$ cat src/rtl/key_event_pkg.sv
// Shared types and constants for the PS/2 set-2 key event decoder.
package key_event_pkg;

    typedef enum logic [2:0] {
        ST_IDLE,
        ST_EXT,
        ST_BRK,
        ST_EXT_BRK,
        ST_SKIP
    } state_t;

    localparam logic [7:0] PFX_EXT    = 8'hE0;
    localparam logic [7:0] PFX_BRK    = 8'hF0;
    localparam logic [7:0] PFX_PAUSE  = 8'hE1;
    localparam logic [2:0] PAUSE_SKIP = 3'd7;

    // Keyboard status/acknowledge bytes that never start a key sequence
    localparam int NUM_IGNORE = 6;
    localparam logic [7:0] IGNORE_BYTES [NUM_IGNORE] = '{8'h00, 8'hAA, 8'hEE, 8'hFA, 8'hFE, 8'hFF};

    function automatic logic is_ignored(input logic [7:0] b);
        logic hit;
        hit = 1'b0;
        for (int i = 0; i < NUM_IGNORE; i++) begin
            if (b == IGNORE_BYTES[i]) hit = 1'b1;
        end
        return hit;
    endfunction

endpackage

$ cat src/rtl/key_event_decoder.sv
// Turns a stream of PS/2 set-2 scan bytes into per-key held state and
// single-cycle make/break event pulses.
module key_event_decoder
    import key_event_pkg::*;
#(
    parameter int TIMEOUT_CYCLES = 100000
) (
    input  logic         clk,
    input  logic         rst,
    input  logic [7:0]   rx_data,
    input  logic         rx_valid,
    output logic [511:0] key_down,
    output logic [8:0]   last_change,
    output logic         key_valid
);

    localparam logic [16:0] TO_LAST = 17'(TIMEOUT_CYCLES - 1);

    state_t      state;
    logic [2:0]  skip_cnt;
    logic [16:0] to_cnt;

    // A received byte always wins over the timeout; the timeout only runs
    // while a prefix is pending and drops back to IDLE without an event.
    always_ff @(posedge clk) begin
        if (rst) begin
            state       <= ST_IDLE;
            key_down    <= 512'b0;
            last_change <= 9'h000;
            key_valid   <= 1'b0;
            skip_cnt    <= 3'd0;
            to_cnt      <= 17'd0;
        end else begin
            key_valid <= 1'b0;
            if (rx_valid) begin
                to_cnt <= 17'd0;
                unique case (state)
                    ST_IDLE: begin
                        if (rx_data == PFX_EXT) begin
                            state <= ST_EXT;
                        end else if (rx_data == PFX_BRK) begin
                            state <= ST_BRK;
                        end else if (rx_data == PFX_PAUSE) begin
                            state    <= ST_SKIP;
                            skip_cnt <= PAUSE_SKIP;
                        end else if (!is_ignored(rx_data)) begin
                            key_down[{1'b0, rx_data}] <= 1'b1;
                            last_change <= {1'b0, rx_data};
                            key_valid   <= 1'b1;
                        end
                    end
                    ST_EXT: begin
                        if (rx_data == PFX_BRK) begin
                            state <= ST_EXT_BRK;
                        end else if (rx_data != PFX_EXT) begin
                            key_down[{1'b1, rx_data}] <= 1'b1;
                            last_change <= {1'b1, rx_data};
                            key_valid   <= 1'b1;
                            state       <= ST_IDLE;
                        end
                    end
                    ST_BRK, ST_EXT_BRK: begin
                        if (rx_data != PFX_BRK) begin
                            key_down[{state == ST_EXT_BRK, rx_data}] <= 1'b0;
                            last_change <= {state == ST_EXT_BRK, rx_data};
                            key_valid   <= 1'b1;
                            state       <= ST_IDLE;
                        end
                    end
                    ST_SKIP: begin
                        if (skip_cnt == 3'd1) begin
                            state    <= ST_IDLE;
                            skip_cnt <= 3'd0;
                        end else begin
                            skip_cnt <= skip_cnt - 3'd1;
                        end
                    end
                    default: state <= ST_IDLE;
                endcase
            end else if (state != ST_IDLE) begin
                if (to_cnt == TO_LAST) begin
                    state    <= ST_IDLE;
                    skip_cnt <= 3'd0;
                    to_cnt   <= 17'd0;
                end else begin
                    to_cnt <= to_cnt + 17'd1;
                end
            end
        end
    end

endmodule
$ cat config.mk
export PLATFORM = sky130hd
export DESIGN_NAME = key_event_decoder
export DESIGN_NICKNAME = d
export VERILOG_FILES = /design/src/rtl/key_event_pkg.sv /design/src/rtl/key_event_decoder.sv
export SDC_FILE = /design/constraint.sdc
export NUM_CORES = 2
export LEC_CHECK = 0
export BUFFER_PORTS_ARGS = -buffer_cell sky130_fd_sc_hd__clkbuf_2
export CAP_MARGIN = 20
export CORE_ASPECT_RATIO = 1.75
export CORE_UTILIZATION = 61
export CTS_CLUSTER_DIAMETER = 30
export DETAILED_ROUTE_END_ITERATION = 7
export PLACE_DENSITY = 0.87
export SLEW_MARGIN = 20
export SYNTH_ARGS = -nofsm -noshare
export SYNTH_HDL_FRONTEND = slang
export SYNTH_SLANG_ARGS = --single-unit
export TNS_END_PERCENT = 30
$ cat constraint.sdc
create_clock -name clk -period 7.8 [get_ports clk]
set_input_delay 0.78 -clock clk [delete_from_list [all_inputs] [get_ports clk]]
set_output_delay 0.78 -clock clk [all_outputs]
set_load 0.02 [all_outputs]
==> results.md <==
* Status: finished, violations left
* Failing checks: DRC
* Total of hold buffers inserted after clock tree synthesis at 0
* Endpoint required time on the critical path at approximately 8.3 ns
* Reg area at 10,900 sq um
* RSZ-0062 raised after global routing: no
* Commonest register cell after synthesis: dfxtp_1
* Most area-hungry cell type in the Yosys netlist: dfxtp_1
* Die Span X at approximately 160 um
* Post-CTS clock slew at the launch and capture registers of the worst setup and hold paths at ~0.060 ns
* I/O pin count at 533
* Count of fill cells added during filler insertion at roughly 3,400
* # clock sinks at approximately 550
* Number of CTS-inserted buffers at 83
* Number of global-route vias before repair at 27,700
* Initial standard-cell utilization of the core at 0.617
* # rows at roughly 100
* Fin crit period at 4.57 ns
* Number of DRC violations after detailed routing at 1
* Number of warnings issued by yosys at 0
* Skew final at 0.0273 ns
* Total placed instance area at 30,500 sq um
* Layout overhead on the synthesized area at 18.2%
* TritonCTS clock tree: done
* Number of nets at the end of the flow at 3,797
* Crit share post-route at 0.585
* Post-CTS Setup Repair Bufs at 0
* Maximum resistive drop on vdd at about 0.0002 V
* CP peak stage delay at ~0.89 ns
* CP Data Arrival Time at 5.08 ns
* Syn_nets at 3,533
* Netlist area before placement at between 20,000 and 30,000 sq um
* Fraction of post-synthesis cell area in the top cell type by area at 0.386
* Combined area of the multi-input logic cells at between 15,000 and 20,000 sq um
* Routability cong. at about 0.96
* CP startpoint kind: input port
* Buffers on Ports at around 530
* Normalized max-slew margin at 0.181
* Hold_ws at 0.447 ns
* Share of the yosys chip area belonging to registers at 0.386
* Violation count after the first detailed-route iteration at around 4,300
* Leading cell types in the layout, fill and taps excluded: nand2_1, dfxtp_1, clkbuf_2, mux2i_1, o21ai_0
* P per Cell Area at 208 nW/um^2
* Congestion Overflow GR at 0
* Routed wire length at between 100,000 and 150,000 um
* Post-synthesis async set-or-reset flop share at 0
* Worst skew pair latency at 0.62 ns
* Number of vias after detailed routing at between 20,000 and 30,000
* Share of layout cells above drive strength 1 at 0.206
* Buffer type at the clock tree root: clkbuf_16
* Resized cells post-CTS at 0
* Maximum clock path buffer count at 3
* Transition time of the tightest slew-check pin at roughly 1.2 ns
* Final count of pins violating max slew at 0
* Post-route cell area at roughly 33,000 sq um
* Critical Path Sink Type: flip-flop
* Static Leak at between 10 and 15 nW
* Vias/cell at about 6.7
* Flops & latches, synth at 545
* Category of the critical setup timing path: input port to flip-flop
* Full die area at between 40,000 and 50,000 sq um
* Post-Synthesis Cells at between 3,000 and 4,000
* Critical path, cell by cell: clkbuf_2, nand4_4, o22ai_1, o32a_1, or4_4, buf_12, mux2i_1
* Hpwl dp at roughly 63,000 um
* Number of distinct standard cells referenced by the synthesized netlist at 70
* Path class of the lowest-slack min-delay path: flip-flop to flip-flop
* TNS Setup at 0 ns
* Total buffers and inverters traversed by the critical path at 2
* First-pass GRT wire length at between 150,000 and 200,000 um
* Count of flip-flops with a built-in enable after synthesis at 0
* # setup viols final at 0
* Most frequent standard cell in the layout excluding fill and tap cells: nand2_1
* GRT Total Usage at 0.425
* Crit-path leading delay family: simple AND/OR/NAND/NOR gates
* CTS HTree Levels at 3
* Die Y at 287 um
* Number of violations of the max-capacitance limit at 0
* Maximum number of pins on one net before global-route repair at approximately 190
* Detailed-router iteration count before antenna repair at 8
* Critical Path Slowest Stage Cell: nand4_4
* Worst-path fanout max at 136
* Core Footprint at 45,800 sq um
* Number of antenna-violating nets in the routed design at 0
* Post-detailed-route wirelength per cell at between 20 and 25 um
* Achievable frequency at around 220 MHz
* Average cell area after synthesis at 8.03 sq um
* Hold Fails Final Rpt at 0
* Most area-consuming cells after synthesis: dfxtp_1, mux2i_1, nand2_1
* Number of antenna violations at the first check in global routing at 0
## kinds of logic after synthesis
| group | count (synthesis) | share of synthesized area |
|---|---|---|
| mux | 417 | 0.149 |
| buf+inv | 409 | 0.0624 |
| compound gates | 940 | 0.217 |
| fa+ha+maj | 3 | 0.00133 |
| flops | 545 | 0.386 |
| simple gates | 1189 | 0.179 |
| xor+xnor | 16 | 0.00496 |
## flip-flops by register name (all words and copies together), names as in the netlist
register,count
state,3
key_valid,1
to_cnt,17
last_change,9
skip_cnt,3
key_down,512
## per-layer routing
layer  up-vias  GRT usage  share of wire
li1      13100          -              -
met1     14000      0.483           0.35
met2      2021      0.667           0.46
met3       485      0.123           0.11
met4         0      0.318          0.077
met5         -          0              0
## power by group
group          total, mW  leakage [nW]  switching (mW)  internal, mW
Clock               3.83          1.37            1.48          2.35
Combinational      0.318          7.72           0.246        0.0721
Sequential          2.80          4.39         0.00663          2.79
## metrics by stage
stage | instances | power, mW | util | worst slack (ns)
global route | 4433 | 7.07 | 0.730 | 3.03
detailed placement | 4277 | 3.16 | 0.666 | 2.81
floorplan | 3519 | 3.08 | - | 4.83
finish | 4434 | 6.94 | 0.730 | 3.23
CTS | 4429 | 6.92 | 0.728 | 3.40
global placement | 4277 | 3.16 | 0.666 | 2.97
## final timing paths
| path | from | endpoint | slack, ns | cells after the start |
|---|---|---|---|---|
| worst min-delay path | key_down[170] | key_down[170] | 0.45 | 1 |
| worst min register to register | key_down[170] | key_down[170] | 0.45 | 1 |
| worst max register to register | state[0] | key_down[122] | 3.51 | 6 |
| worst max-delay path | rx_data[3] | key_down[122] | 3.23 | 7 |
## synthesized netlist by cell type (6+ instances only)
| library cell | n |
|---|---|
| a31oi_1 | 28 |
| a311oi_1 | 6 |
| o221ai_1 | 183 |
| xor2_1 | 10 |
| and4bb_2 | 6 |
| nand4bb_1 | 12 |
| nand3_1 | 20 |
| dfxtp_1 | 545 |
| nor2b_1 | 29 |
| buf_2 | 17 |
| nand4_1 | 13 |
| mux2i_1 | 392 |
| buf_6 | 16 |
| nand4b_1 | 8 |
| nor3_1 | 10 |
| nor2_1 | 295 |
| clkbuf_1 | 330 |
| o31ai_1 | 202 |
| buf_1 | 15 |
| buf_4 | 23 |
| xnor2_1 | 6 |
| a21oi_1 | 171 |
| inv_1 | 6 |
| a32oi_1 | 6 |
| nand2b_1 | 8 |
| or4b_2 | 8 |
| nor4b_1 | 7 |
| mux2_2 | 23 |
| o21ai_0 | 295 |
| nand2_1 | 740 |
| o21ai_1 | 9 |
## layout make-up
type | count | share of cell area
Antenna cell | 1 | 0.0000749
Clock buffer | 96 | 0.0654
Clock inverter | 56 | 0.0198
Inverter | 7 | 0.00101
Multi-Input combinational cell | 2565 | 0.472
Sequential cell | 545 | 0.327
Tap cell | 583 | 0.0218
Timing Repair Buffer | 581 | 0.0932
Power figures use the tool's default switching activity.
